**src/rtl/hack_pkg.sv**
```systemverilog
// Shared types and instruction field positions for the Hack CPU sequencer.
// Field positions are bit indices into the 16-bit instruction register.
package hack_pkg;

    typedef enum logic [2:0] {
        FETCH  = 3'd0,
        DECODE = 3'd1,
        MEMRD  = 3'd2,
        EXEC   = 3'd3,
        MEMWR  = 3'd4
    } state_t;

    localparam int IS_C   = 15;
    localparam int A_BIT  = 12;
    localparam int CMP_HI = 11;
    localparam int CMP_LO = 6;
    localparam int D_A    = 5;
    localparam int D_D    = 4;
    localparam int D_M    = 3;
    localparam int J_LT   = 2;
    localparam int J_EQ   = 1;
    localparam int J_GT   = 0;

    localparam logic [14:0] RESET_PC = 15'd0;

endpackage

```
**src/rtl/hack_jump_eval.sv**
```systemverilog
// Combinational jump decision from the C-instruction jump field and ALU flags.
// Zero latency; no flow control.
module hack_jump_eval
    import hack_pkg::*;
(
    input  logic [2:0] j,
    input  logic       zr,
    input  logic       ng,
    output logic       jump
);

    assign jump = (j[J_LT - J_GT] & ng)
                | (j[J_EQ - J_GT] & zr)
                | (j[0] & ~ng & ~zr);

endmodule

```
**src/rtl/hack_cpu_seq.sv**
```systemverilog
// Multi-cycle Hack CPU sequencer: FETCH/DECODE/[MEMRD]/EXEC/[MEMWR], 2-5 cycles per instruction
// at zero wait; every memory wait stalls the current state with request outputs held constant.
module hack_cpu_seq
    import hack_pkg::*;
(
    input  logic        clk,
    input  logic        reset,
    output logic        imem_req,
    output logic [14:0] imem_addr,
    input  logic        imem_valid,
    input  logic [15:0] imem_data,
    output logic        dmem_req,
    output logic        dmem_we,
    output logic [14:0] dmem_addr,
    output logic [15:0] dmem_wdata,
    input  logic        dmem_ready,
    input  logic [15:0] dmem_rdata,
    output logic [15:0] alu_x,
    output logic [15:0] alu_y,
    output logic        alu_zx,
    output logic        alu_nx,
    output logic        alu_zy,
    output logic        alu_ny,
    output logic        alu_f,
    output logic        alu_no,
    input  logic [15:0] alu_out,
    input  logic        alu_zr,
    input  logic        alu_ng,
    output logic [14:0] pc,
    output logic [15:0] a_reg,
    output logic [15:0] d_reg,
    output logic        retire
);

    state_t      state_q, state_d;
    logic [14:0] pc_q, pc_d;
    logic [15:0] a_q, a_d;
    logic [15:0] d_q, d_d;
    logic [15:0] ir_q, ir_d;
    logic [15:0] m_q, m_d;
    logic [15:0] wdata_q, wdata_d;
    logic [14:0] waddr_q, waddr_d;
    logic        jump;
    logic        retire_c;

    hack_jump_eval u_jump (
        .j    (ir_q[J_LT:J_GT]),
        .zr   (alu_zr),
        .ng   (alu_ng),
        .jump (jump)
    );

    always_ff @(posedge clk) begin
        if (reset) begin
            state_q <= FETCH;
            pc_q    <= RESET_PC;
            a_q     <= '0;
            d_q     <= '0;
            ir_q    <= '0;
            m_q     <= '0;
            wdata_q <= '0;
            waddr_q <= '0;
        end else begin
            state_q <= state_d;
            pc_q    <= pc_d;
            a_q     <= a_d;
            d_q     <= d_d;
            ir_q    <= ir_d;
            m_q     <= m_d;
            wdata_q <= wdata_d;
            waddr_q <= waddr_d;
        end
    end

    always_comb begin
        state_d    = state_q;
        pc_d       = pc_q;
        a_d        = a_q;
        d_d        = d_q;
        ir_d       = ir_q;
        m_d        = m_q;
        wdata_d    = wdata_q;
        waddr_d    = waddr_q;
        imem_req   = 1'b0;
        dmem_req   = 1'b0;
        dmem_we    = 1'b0;
        dmem_addr  = '0;
        dmem_wdata = '0;
        alu_x      = '0;
        alu_y      = '0;
        {alu_zx, alu_nx, alu_zy, alu_ny, alu_f, alu_no} = 6'b0;
        retire_c   = 1'b0;

        case (state_q)
            FETCH: begin
                imem_req = 1'b1;
                if (imem_valid) begin
                    ir_d    = imem_data;
                    state_d = DECODE;
                end
            end
            DECODE: begin
                if (!ir_q[IS_C]) begin
                    a_d      = ir_q;
                    pc_d     = pc_q + 15'd1;
                    retire_c = 1'b1;
                    state_d  = FETCH;
                end else if (ir_q[A_BIT]) begin
                    state_d = MEMRD;
                end else begin
                    state_d = EXEC;
                end
            end
            MEMRD: begin
                dmem_req  = 1'b1;
                dmem_addr = a_q[14:0];
                if (dmem_ready) begin
                    m_d     = dmem_rdata;
                    state_d = EXEC;
                end
            end
            EXEC: begin
                alu_x = d_q;
                alu_y = ir_q[A_BIT] ? m_q : a_q;
                {alu_zx, alu_nx, alu_zy, alu_ny, alu_f, alu_no} = ir_q[CMP_HI:CMP_LO];
                if (ir_q[D_A]) a_d = alu_out;
                if (ir_q[D_D]) d_d = alu_out;
                // Jump target and write address both use A as it was before this edge.
                pc_d = jump ? a_q[14:0] : pc_q + 15'd1;
                if (ir_q[D_M]) begin
                    wdata_d = alu_out;
                    waddr_d = a_q[14:0];
                    state_d = MEMWR;
                end else begin
                    retire_c = 1'b1;
                    state_d  = FETCH;
                end
            end
            MEMWR: begin
                dmem_req   = 1'b1;
                dmem_we    = 1'b1;
                dmem_addr  = waddr_q;
                dmem_wdata = wdata_q;
                if (dmem_ready) begin
                    retire_c = 1'b1;
                    state_d  = FETCH;
                end
            end
            default: state_d = FETCH;
        endcase
    end

    assign imem_addr = pc_q;
    assign pc        = pc_q;
    assign a_reg     = a_q;
    assign d_reg     = d_q;
    assign retire    = retire_c & ~reset;

endmodule

```
**config.mk**
```make
export PLATFORM = sky130hd
export DESIGN_NAME = hack_cpu_seq
export DESIGN_NICKNAME = d
export VERILOG_FILES = /design/src/rtl/hack_pkg.sv /design/src/rtl/hack_jump_eval.sv /design/src/rtl/hack_cpu_seq.sv
export SDC_FILE = /design/constraint.sdc
export NUM_CORES = 1
export LEC_CHECK = 0
export ABC_CLOCK_PERIOD_IN_PS = 2500
export CAP_MARGIN = 20
export CORE_AREA = 2 2 112 114
export DETAILED_ROUTE_END_ITERATION = 10
export DIE_AREA = 0 0 114 116
export PLACE_DENSITY = 0.79
export REMOVE_ABC_BUFFERS = 1
export SETUP_SLACK_MARGIN = 0.3
export SLEW_MARGIN = 30
export SYNTH_ARGS = -nofsm -noshare
export SYNTH_HDL_FRONTEND = slang
export SYNTH_SLANG_ARGS = --single-unit
```
**constraint.sdc**
```tcl
create_clock -name clk -period 2.5 [get_ports clk]
set_input_delay 0.5 -clock clk [delete_from_list [all_inputs] [get_ports clk]]
set_output_delay 0.5 -clock clk [all_outputs]
set_load 0.1 [all_outputs]
```
# == Word level (Yosys, flattened, before mapping) ==
# Index checks and enable logic that the tools add are counted.
# op_classes
eq_ne,9
n_mux,31
reduce_logical,10
bitwise_logic,10
n_addsub,1
# op_table
cell,count
$mux W16,6
$pmux W15 S2,2
$pmux W16 S2,1
$mux W15,2
$add A15 B1 Y15 const B,1
$pmux W3 S5,1
$mux W1,13
$mux W3,4
$ne A2 B2 Y1 const B,5
$reduce_and A2 Y1,5
$eq A3 B2 Y1 const B,2
$reduce_and A3 Y1,2
$and A1 B1 Y1,5
$eq A3 B1 Y1 const B,1
$eq A3 B3 Y1 const B,1
$logic_not A3 Y1,1
$not A1 Y1,3
$pmux W1 S3,1
$mux W2,1
$or A1 B1 Y1,2
$reduce_bool A2 Y1,1
$reduce_or A2 Y1,1
# word_totals
in_bits,54
out_inout_bits,135
wordCells,69
regBits,113

# == Depth between registers and ports, before layout ==
# Gate-level depths: netlist of run 1.
# depth
word_depth,6
ltp_mapped,8

# == By module ==
# A second synthesis of run 1 with hierarchy kept.
# unflattened
hier_cells,690
area_unflattened_um2,5237.5
# modules_own_cells
module,cells_per_inst,area_each_um2,instances,seq_area_each_um2
hack_cpu_seq,688,5220.0,1,2262.2
hack_jump_eval,2,17.5,1,0.0

# == Least setup slack after synthesis of run 1 ==
# OpenSTA, ideal clock, no wires.
# synth_timing
kind,register to register
start,reg state_q[0]
end,reg ir_q[12]
period_less_slack_ns,3.634
setup_slack_ns,-1.134
path_stages_with_launch,7
t_arrival_ns,3.502
setup_time_ns,0.132
cell_sequence,dfxtp_1 > clkbuf_4 > nor3_1 > nand2_1 > clkbuf_1 > nand2_1 > a21oi_1
# synth_between
elab_chain_cells,2
# synth_lines
item,line_no,text
"start, declared",hack_cpu_seq.sv:35,"state_t state_q, state_d;"
"start signal, assigned",hack_cpu_seq.sv:64,state_q <= state_d;
$logic_not A3 Y1,hack_cpu_seq.sv:94,case (state_q)
$reduce_and A2 Y1 (no line),n/a,
"end signal, assigned",hack_cpu_seq.sv:68,ir_q <= ir_d;
"end, declared",hack_cpu_seq.sv:39,"logic [15:0] ir_q, ir_d;"
# Every way passes these cells.
# A chain may end at the register's enable or synchronous reset.

# == Worst setup path after layout of run 1 ==
# layout_timing
start,reg state_q[2]
end,out retire
# layout_between
elab_chain_cells,3
elab_cells_between_ends,5
cone_classes,3 x eq/ne; 1 x mux; 1 x bitwise
# layout_lines
item,line_no,text
$eq A3 B3 Y1 (tied with other cells),hack_cpu_seq.sv:94,
$pmux W1 S3 (*),hack_cpu_seq.sv:94,
$and A1 B1 Y1 (*),hack_cpu_seq.sv:157,assign retire = retire_c & ~reset;
"end, declared",hack_cpu_seq.sv:32,output logic retire
# Mark *: on every way between the ends. The rest lies on a longest branch, timed or not.

==> impl_summary.log, run 1 <==
[metrics] TritonCTS Sinks: 113
[metrics] final std cell area, no fill: 0.00873 sq mm
[metrics] asr flop ratio synth: 0%
[metrics] clock input transition at the sequential cells of the worst setup and hold paths: 60 ps
[metrics] pwr dens: 546 mW/mm^2
[metrics] final setup skew: 10.1 ps
[metrics] fraction of synthesized area in multiplexers: 3.96%
[metrics] vias post-DR: 5704
[metrics] Clock Latency Late Sink: 400 ps
[metrics] proportion of total power due to net switching: 26.8%
[metrics] top flip-flop cell by instance count after synthesis: dfxtp_1
[metrics] maximum resistive drop on vdd: 0.348 mV
[metrics] most repeated cell in the gate-level netlist after synthesis: nand2_1
[metrics] total overflow reported by the global router: 0
[metrics] status: completed
[metrics] number of max-cap violations: 0
[metrics] first-iteration detailed-routing DRC count: 376
[metrics] Post-Route Setup TNS: 0 ps
[metrics] clock share of power: 48.0%
[metrics] distinct cell type count of the synthesized netlist: 46
[metrics] Synth-to-Final Area Change: 64.5%
[metrics] simple-gate share of the synthesized area: 28.4%
[metrics] Max Fclk: 0.443 GHz
[metrics] number of H-tree levels: 4
[metrics] proportion of power drawn by flip-flops and latches: 40.2%
[metrics] data arrival time at the worst-slack endpoint: 1750 ps
[metrics] total standard cell area after synthesis: 0.00530 sq mm
[metrics] Initial DRT Pass Iterations: 5
[metrics] RD Place Congestion: 0.908
[metrics] synthesized flop and latch total: 113
[metrics] area share of the leading cell type in the synthesized netlist: 42.7%
[metrics] warning count from the yosys run: 0
[metrics] Num CTS Buffers: 17
[metrics] number of global-route vias before repair: 5596
[metrics] post-detailed-route count of antenna-violating nets: 0
[metrics] max-slew violation total from the final report: 0
[metrics] type of the worst setup path: register to primary output
[metrics] Psw: 1280 uW
[metrics] Critical Path Source Type: register
[metrics] width of the die: 114 um
[metrics] # port buffers: 188
[metrics] hold bufs inserted after CTS: 0
[metrics] CTS Root Buffer Type: clkbuf_16
[metrics] relative slew slack: 51.9%
[metrics] average instance area after synthesis: 7.64 sq um
[metrics] Post-synth EDFFs: 0
[metrics] cell type contributing the most total cell area after synthesis: dfxtp_1
[metrics] maximum fanout encountered on the critical timing path: 6
[metrics] cell count after synthesis: 694
[metrics] site row count: 40
[metrics] capturing element type of the critical path: primary output
[metrics] clock tree from TritonCTS: yes
[metrics] leading post-synthesis cells by instance count: nand2_1 (200), dfxtp_1 (113), a21oi_1 (87)
[metrics] sequential-to-total area share from yosys stat: 42.7%
[metrics] Core Footprint: 0.0119 sq mm
[metrics] total number of nets in the final design: 918
[metrics] Wirelength per Cell: 18.7 um
[metrics] Combinational Power Share: 11.8%
[metrics] data required time of the critical path: 2000 ps
[metrics] fraction of the mapped netlist area in compound gates: 17.0%
[metrics] residual DRC count: 0
[metrics] Final Hold Fails: 0
[metrics] final HPWL from detailed placement: 12100 um
[metrics] Pint: 3490 uW
[metrics] unrepaired setup endpoints after global routing: true
[metrics] Die Area: 0.0132 sq mm
[metrics] first-pass GRT wire length: 28800 um
[metrics] maximum number of pins on one net before global-route repair: 116
[metrics] adder-cell share of the synthesized area: 0.236%
[metrics] number of buffers on the longest clock path: 2
[metrics] Initial Utilization: 44.5%
[metrics] antenna violations before repair: 0
[metrics] die extent in y: 116 um
[metrics] biggest area contributors in the synthesized netlist: dfxtp_1 (43%), nand2_1 (14%), a21oi_1 (8.2%), and2_1 (4.8%), mux2i_1 (4.0%)
[metrics] total wire length after detailed routing: 19100 um
[metrics] dominant combinational cell family by area after synthesis: simple AND/OR/NAND/NOR gates
[metrics] number of vias per cell after detailed routing: 5.58
[metrics] type of the most critical hold path: register to register
[metrics] P_leak: 0.00328 uW
[metrics] total placed instance area: 0.00775 sq mm
[metrics] Least-Margin Pin Slew: 720 ps
[metrics] layout cell share with drive strength beyond 1: 27.1%
[metrics] ports placed on the boundary: 189
[metrics] overall power: 4770 uW
[metrics] final period demand of the worst path: 2250 ps
[metrics] total of endpoints with negative setup slack in the final report: 0
[metrics] share of the clock period used by the worst path after layout: 90.2%
[metrics] total routing resource utilization after global routing: 27.9%
[metrics] number of diodes added for antenna fixing: 0
[metrics] post-synthesis xor/xnor area fraction: 0.826%
-- metal layers --
metal  track usage (%)  share of wire (%)  up-vias
li1                  -                  -     2674
met3              7.95                9.2       47
met5                 0                  0        -
met2              49.2                 50      303
met4              11.3                2.3        0
met1              31.9                 38     2680
-- placed cells by master (no fill, tap or decap), types with 2 or more instances in the layout --
cell type / instances
nand3b_1: 2
nor3b_4: 2
dfxtp_1: 110
nand3_1: 8
a221oi_1: 3
clkdlybuf4s50_1: 52
buf_6: 3
a22o_4: 13
nor3_1: 8
xnor2_1: 5
nor4_1: 5
buf_4: 84
clkinv_2: 3
nor2b_1: 2
nand2_1: 200
a211oi_1: 5
clkbuf_16: 18
dfxtp_4: 3
nor2_1: 37
clkbuf_8: 4
a31oi_1: 2
inv_1: 6
and2_4: 15
a22o_1: 3
nand2b_1: 6
and2_1: 26
nand4b_1: 2
o21ai_0: 5
buf_12: 77
nand4_1: 3
mux2i_1: 21
clkinvlp_4: 5
a311oi_1: 18
or4_1: 3
a21oi_1: 87
or3_1: 5
-- final cells by class --
cell class                 instances  area, sq um
fill                             840         3190
multi-input combinational        505         2860
timing repair buffer             220         2820
sequential                       113         2270
clock buffer                      22          484
tap                              147          184
clock inverter                     9         82.6
inverter                           6         22.5
-- kinds of logic after synthesis --
group                    Yosys count
XOR/XNOR                           5
flip-flops                       113
AO/OA/AOI/OAI                    145
AND/OR/NAND/NOR                  333
buffers and inverters             76
adder cells (fa/ha/maj)            1
multiplexers                      21
-- per-stage QoR --
step                      hold WS [ps]  utilization, %  setup slack, ps  cells
final                              453            73.3              245   1022
after global placement             437            65.1              445    975
after global routing               470            73.3              197   1022
after detailed placement           442            65.1              376    975
after floorplan                    426               -            -3950    624
after CTS                          449            71.5              261   1015
-- repair_timing --
item	in CTS	in global routing
gates resized for setup	20	32
pin swaps	7	9
gates cloned	2	3
hold endpoints to repair	0	0
setup endpoints to repair	71	43
buffers inserted	7	4
-- critical path, cell delays in order, from the launching register on --
cell and delay, ps:
dfxtp_4 390, nor3b_4 280, buf_12 170, a22oi_2 80
nor2_1 210, buf_12 210
-- worst paths after layout --
path | slack [ps] | depth (start not counted) | startpoint | to
hold reg to reg | 450 | 2 | m_q[4] | m_q[4]
setup reg to reg | 460 | 5 | imem_addr[0] | imem_addr[12]
setup / recovery | 250 | 5 | state_q[2] | retire
hold / removal | 450 | 2 | m_q[4] | m_q[4]
-- power by group through the flow --
stage	sequential (uW)	combinational [uW]	clock (uW)
3_5_place_dp	1950	542	0
3_3_place_gp	1950	533	0
2_1_floorplan	2100	143	0
5_1_grt	1920	595	2390
4_1_cts	1910	552	2300
6_report	1910	563	2290
Power figures use the tool's default switching activity.
==> run 2: changes to the inputs <==
--- a/config.mk
+++ b/config.mk
@@ -7,10 +7,11 @@
 export LEC_CHECK = 0
 export ABC_CLOCK_PERIOD_IN_PS = 2500
 export CAP_MARGIN = 20
-export CORE_AREA = 2 2 112 114
+export CORE_AREA = 2 2 110 112
+export CTS_BUF_LIST = sky130_fd_sc_hd__clkbuf_4 sky130_fd_sc_hd__clkbuf_8
 export DETAILED_ROUTE_END_ITERATION = 10
-export DIE_AREA = 0 0 114 116
-export PLACE_DENSITY = 0.79
+export DIE_AREA = 0 0 112 114
+export PLACE_DENSITY = 0.82
 export REMOVE_ABC_BUFFERS = 1
 export SETUP_SLACK_MARGIN = 0.3
 export SLEW_MARGIN = 30
==> run 2 against run 1 <==
- setup slack worse by 17 ps
- clock power is 19% lower
- power is 9.3% lower
- die area is 3.4% lower
- global-route usage is 0.33 points lower
- largest cell class is now non-clock buffers
- final cell count hardly changed
- fmax is 0.74% lower
- sequential share of layout area is 0.30 points higher
- non-clock buffer count stayed put
- via count is 1.0% higher
==> impl_summary.log, run 2 (synthesis gave the netlist of run 1 again) <==
[metrics] status: completed
[metrics] number of global-route vias before repair: 5599 (+0.054%)
[metrics] clock tree from TritonCTS: yes
[metrics] unrepaired setup endpoints after global routing: true
[metrics] overall power: 4330 uW (-9.3%)
[metrics] Critical Path Source Type: register
[metrics] TritonCTS Sinks: 113 (unchanged)
[metrics] Fillers: 849 (+1.1%)
[metrics] ordered cell list for the critical path: buf_4, nand3b_1, buf_12, nor2_2, buf_12
[metrics] Psw: 1270 uW (-0.41%)
[metrics] Pint: 3050 uW (-13%)
[metrics] Least-Margin Pin Slew: 711 ps (-8.98 ps)
[metrics] Final Hold Fails: 0 (unchanged)
[metrics] first-pass GRT wire length: 28200 um (-2.1%)
[metrics] maximum number of pins on one net before global-route repair: 116 (unchanged)
[metrics] Clock Latency Late Sink: 430 ps (+30 ps)
[metrics] most common library cell in the layout ignoring fill and taps: nand2_1
[metrics] vias post-DR: 5763 (+1.0%)
[metrics] RD Place Congestion: 0.830 (-8.6%)
[metrics] number of buffers on the longest clock path: 2 (unchanged)
[metrics] data arrival time at the worst-slack endpoint: 1770 ps (+20 ps)
[metrics] worst-case setup slack after placement: 334 ps (-41.8 ps)
[metrics] Crit-path slowest cell: dfxtp_4
[metrics] clock input transition at the sequential cells of the worst setup and hold paths: 70 ps (about the same)
[metrics] total of endpoints with negative setup slack in the final report: 0 (unchanged)
[metrics] total overflow reported by the global router: 0 (unchanged)
[metrics] number of vias per cell after detailed routing: 5.63 (+0.94%)
[metrics] maximum resistive drop on vdd: 0.317 mV (-9.0%)
[metrics] maximum fanout encountered on the critical timing path: 20 (+14)
[metrics] Core Footprint: 0.0117 sq mm (-1.7%)
[metrics] pwr dens: 501 mW/mm^2 (-8.2%)
[metrics] CTS Root Buffer Type: clkbuf_8
[metrics] die extent in y: 114 um (-1.7%)
[metrics] proportion of total power due to net switching: 29.4% (+2.6 points)
[metrics] capturing element type of the critical path: primary output
[metrics] layout cell share with drive strength beyond 1: 28.3% (+1.2 points)
[metrics] most frequent CP cell: buf_12
[metrics] final period demand of the worst path: 2270 ps (+16.8 ps)
[metrics] Wirelength per Cell: 18.4 um (-1.1%)
[metrics] residual DRC count: 0 (unchanged)
[metrics] Worst path max stage delay: 370 ps (-20 ps)
[metrics] final HPWL from detailed placement: 12100 um (-0.14%)
[metrics] antenna violations before repair: 0 (unchanged)
[metrics] P_leak: 0.00320 uW (-2.3%)
[metrics] buffering stage count on the worst path with inverters included: 3 (+1)
[metrics] worst path setup slack after routing: 228 ps (-16.8 ps)
[metrics] Combinational Power Share: 13.1% (+1.3 points)
[metrics] max-slew violation total from the final report: 0 (unchanged)
[metrics] total wire length after detailed routing: 18900 um (-1.0%)
[metrics] # port buffers: 188 (unchanged)
[metrics] Initial DRT Pass Iterations: 6 (+1)
[metrics] site row count: 40 (unchanged)
[metrics] Die Area: 0.0128 sq mm (-3.4%)
[metrics] type of the most critical hold path: register to register
[metrics] share of the clock period used by the worst path after layout: 90.9% (+0.67 points)
[metrics] clock share of power: 42.8% (-5.2 points)
[metrics] final setup skew: 21.8 ps (+11.7 ps)
[metrics] post-detailed-route count of antenna-violating nets: 0 (unchanged)
[metrics] number of diodes added for antenna fixing: 0 (unchanged)
[metrics] total routing resource utilization after global routing: 27.5% (-0.33 points)
[metrics] dominant delay contributor by cell family on the critical path: buffers and inverters
[metrics] number of H-tree levels: 4 (unchanged)
[metrics] Initial Utilization: 45.3% (+0.76 points)
[metrics] data required time of the critical path: 2000 ps (about the same)
[metrics] relative slew slack: 52.6% (+0.72 points)
[metrics] total number of nets in the final design: 918 (unchanged)
[metrics] Hold WS: 456 ps (+2.32 ps)
[metrics] number of max-cap violations: 0 (unchanged)
[metrics] Max Fclk: 0.440 GHz (-0.74%)
[metrics] Num CTS Buffers: 17 (unchanged)
[metrics] type of the worst setup path: register to primary output
[metrics] first-iteration detailed-routing DRC count: 373 (-0.80%)
[metrics] ports placed on the boundary: 189 (unchanged)
[metrics] Synth-to-Final Area Change: 62.7%
[metrics] width of the die: 112 um (-1.8%)
[metrics] proportion of power drawn by flip-flops and latches: 44.1% (+3.9 points)
[metrics] leading cell types in the layout, fill and taps excluded: nand2_1 (200), dfxtp_1 (110), a21oi_1 (87)
## run 2: layout make-up
| class | count | area (sq um) | share of cell area [%] |
|---|---|---|---|
| Timing Repair Buffer | 220 | 2880 | 33.4 |
| Multi-Input combinational cell | 505 | 2840 | 32.9 |
| Sequential cell | 113 | 2270 | 26.4 |
| Clock buffer | 18 | 248 | 2.87 |
| Tap cell | 147 | 184 | 2.13 |
| Clock inverter | 14 | 178 | 2.06 |
| Inverter | 6 | 22.5 | 0.261 |
## run 2: per-layer routing
layer / wire (um) / global-route usage, %
met1: 7350 / 32.8
met2: 9410 / 47.2
met3: 1620 / 8.02
met4: 487 / 10.7
met5: 0 / 0
## run 2: final timing paths
path	start	cells past startpoint	endpoint	slack [ps]
min reg2reg	waddr_q[0]	2	waddr_q[0]	460
max reg2reg	imem_addr[0]	5	imem_addr[14]	510
min	waddr_q[0]	2	waddr_q[0]	460
max	state_q[2]	5	alu_y[15]	230
## run 2: tightest hold or removal path, cell delays in order, from the launching register on
cell,delay (ps)
dfxtp_1,310
nand2_1,50
a21oi_1,50
## run 2: power groups by stage
stage	clock, uW	combinational (uW)	sequential (uW)
global placement	0	539	1940
detailed placement	0	548	1950
finish	1850	568	1910
CTS	1870	557	1900
global route	1960	593	1910
floorplan	0	143	2100
## run 2: what timing repair did
action	4_1_cts	5_1_grt
pin swaps	5	11
endpoints found under the setup margin	71	62
hold buffers	0	0
buffers inserted	5	5
gates cloned	2	5
resized for setup	22	36
## run 2: per-stage QoR
stage	util [%]	cells	cell area (sq um)	TNS (ps)
5_1_grt	73.7	1023	8630	0
3_3_place_gp	66.2	974	7750	0
4_1_cts	71.2	1013	8340	0
6_report	73.7	1023	8630	0
2_1_floorplan	-	624	4960	-149380
3_5_place_dp	66.2	974	7750	0
==> run 3: changes to the inputs <==
--- a/config.mk
+++ b/config.mk
@@ -11,6 +11,7 @@
 export CTS_BUF_LIST = sky130_fd_sc_hd__clkbuf_4 sky130_fd_sc_hd__clkbuf_8
 export DETAILED_ROUTE_END_ITERATION = 10
 export DIE_AREA = 0 0 112 114
+export GPL_TIMING_DRIVEN = 0
 export PLACE_DENSITY = 0.82
 export REMOVE_ABC_BUFFERS = 1
 export SETUP_SLACK_MARGIN = 0.3
==> run 3 against run 2 <==
- sequential cell count is the same
- power up 0.12%
- final cell count grew 1.2%
- critical path depth is 1 higher
- sequential share of layout area is 1.2 points lower
- highest routed layer unchanged
- clock skew shrank 13 ps
- count of clock-buffer cells in the layout rose by 1
- via count rose by 2.7%
- register-to-register slack worse by 90 ps
==> impl_summary.log, run 3 (synthesis gave the netlist of run 1 again) <==
[metrics] status: completed
[metrics] number of diodes added for antenna fixing: 0 (unchanged)
[metrics] hold bufs inserted after CTS: 0 (unchanged)
[metrics] first-iteration detailed-routing DRC count: 440 (+18%)
[metrics] type of the most critical hold path: register to register
[metrics] TritonCTS Sinks: 113 (unchanged)
[metrics] Psw: 1270 uW (about the same)
[metrics] clock tree from TritonCTS: yes
[metrics] share of the clock period used by the worst path after layout: 93.7% (+2.8 points)
[metrics] Critical Path Source Type: register
[metrics] final setup skew: 9.09 ps (-12.7 ps)
[metrics] unrepaired setup endpoints after global routing: true
[metrics] Pint: 3060 uW (+0.14%)
[metrics] total number of nets in the final design: 930 (+1.3%)
[metrics] width of the die: 112 um (unchanged)
[metrics] Post-Route Setup TNS: 0 ps (unchanged)
[metrics] Initial Utilization: 45.3% (unchanged)
[metrics] layout cell share with drive strength beyond 1: 31.3% (+3.0 points)
[metrics] Combinational Power Share: 13.5% (+0.4 points)
[metrics] number of max-cap violations: 0 (unchanged)
[metrics] final HPWL from detailed placement: 11600 um (-4.1%)
[metrics] number of buffers on the longest clock path: 2 (unchanged)
[metrics] max-slew violation total from the final report: 0 (unchanged)
[metrics] RD Place Congestion: 0.838 (+0.94%)
[metrics] capturing element type of the critical path: primary output
[metrics] worst-case setup slack after placement: -972 ps (-1310 ps)
[metrics] Core Footprint: 0.0117 sq mm (unchanged)
[metrics] most common library cell in the layout ignoring fill and taps: nand2_1
[metrics] pwr dens: 478 mW/mm^2 (-4.6%)
[metrics] setup slack of the most critical reg-to-reg path: 420 ps (-90 ps)
[metrics] proportion of total power due to net switching: 29.4% (about the same)
[metrics] maximum resistive drop on vdd: 0.366 mV (+15%)
[metrics] Die Area: 0.0128 sq mm (unchanged)
[metrics] Initial DRT Pass Iterations: 5 (-1)
[metrics] worst path setup slack after routing: 158 ps (-70.4 ps)
[metrics] total wire length after detailed routing: 20600 um (+9.0%)
[metrics] P_leak: 0.00327 uW (+2.3%)
[metrics] maximum number of pins on one net before global-route repair: 63 (-46%)
[metrics] Wirelength per Cell: 19.9 um (+7.7%)
[metrics] proportion of power drawn by flip-flops and latches: 44.3% (+0.2 points)
[metrics] die extent in y: 114 um (unchanged)
[metrics] CTS Root Buffer Type: clkbuf_8
[metrics] total overflow reported by the global router: 0 (unchanged)
[metrics] post-detailed-route count of antenna-violating nets: 0 (unchanged)
[metrics] ports placed on the boundary: 189 (unchanged)
[metrics] maximum fanout encountered on the critical timing path: 6 (-70%)
[metrics] Max Fclk: 0.427 GHz (-3.0%)
[metrics] residual DRC count: 0 (unchanged)
[metrics] data arrival time at the worst-slack endpoint: 1840 ps (+70 ps)
[metrics] leading cell types in the layout, fill and taps excluded: nand2_1 (198), dfxtp_1 (109), a21oi_1 (87)
[metrics] vias post-DR: 5921 (+2.7%)
[metrics] Final Hold Fails: 0 (unchanged)
[metrics] clock input transition at the sequential cells of the worst setup and hold paths: 70 ps (about the same)
[metrics] clock share of power: 42.2% (-0.6 points)
[metrics] first-pass GRT wire length: 29600 um (+4.8%)
[metrics] type of the worst setup path: register to primary output
[metrics] antenna violations before repair: 0 (unchanged)
[metrics] total routing resource utilization after global routing: 29.3% (+1.7 points)
[metrics] number of H-tree levels: 4 (unchanged)
[metrics] number of vias per cell after detailed routing: 5.72 (+1.6%)
[metrics] Num CTS Buffers: 17 (unchanged)
[metrics] Synth-to-Final Area Change: 70.7%
[metrics] Clock Latency Late Sink: 440 ps (about the same)
[metrics] total of endpoints with negative setup slack in the final report: 0 (unchanged)
[metrics] relative slew slack: 34.1% (-19 points)
[metrics] site row count: 40 (unchanged)
[metrics] number of global-route vias before repair: 5724 (+2.2%)
[metrics] data required time of the critical path: 2000 ps (about the same)
[metrics] final period demand of the worst path: 2340 ps (+70.4 ps)
[metrics] # port buffers: 188 (unchanged)
[metrics] Least-Margin Pin Slew: 993 ps (+283 ps)
run 3: worst paths after layout:
check / end / start / depth (start not counted)
hold reg to reg: waddr_q[3] / waddr_q[3] / 2
setup reg to reg: imem_addr[12] / state_q[0] / 6
hold / removal: waddr_q[3] / waddr_q[3] / 2
setup / recovery: dmem_addr[3] / state_q[1] / 6
run 3: per-layer routing:
| layer | vias to the layer above | share of wire (%) | global-route usage [%] |
|---|---|---|---|
| met5 | - | 0 | 0 |
| met4 | 0 | 3.2 | 13.3 |
| li1 | 2701 | - | - |
| met2 | 323 | 51 | 52.1 |
| met3 | 62 | 8.1 | 6.43 |
| met1 | 2835 | 37 | 33.7 |
run 3: area by class of cell:
class	count	area, sq um
inverters	6	22.5
clock buffers	19	255
well taps	147	184
repair buffers	228	3080
fillers	774	2660
clock inverters	13	163
flip-flops and latches	113	2280
multi-input cells	509	3070
run 3: stage by stage:
stage,cell area [sq um],hold slack [ps],utilization (%),cells,power (uW)
2_1_floorplan,4960,426,-,624,2240
3_3_place_gp,7030,439,60.0,959,2470
3_5_place_dp,7140,446,61.0,966,2490
4_1_cts,8420,456,71.9,1022,4290
5_1_grt,9050,479,77.3,1035,4450
6_report,9050,456,77.3,1035,4330
run 3: power groups by stage:
stage,registers [uW],logic (uW),clock network (uW)
after global placement,1950,520,0
final,1920,584,1830
after CTS,1910,554,1830
after detailed placement,1960,530,0
after global routing,1920,610,1910
after floorplan,2100,143,0
run 3: critical path: stages (launching register included):
cell     delay (ps)
dfxtp_4         420
buf_6           120
nor3b_4         180
buf_4           170
buf_12          140
a22o_1          190
buf_12          180
run 3: timing repair:
| item | 4_1_cts | 5_1_grt |
|---|---|---|
| buffers inserted | 19 | 10 |
| hold endpoints to repair | 0 | 0 |
| gates cloned | 5 | 3 |
| endpoints found under the setup margin | 226 | 147 |
| gates resized for setup | 790 | 148 |
| pin swaps | 16 | 30 |
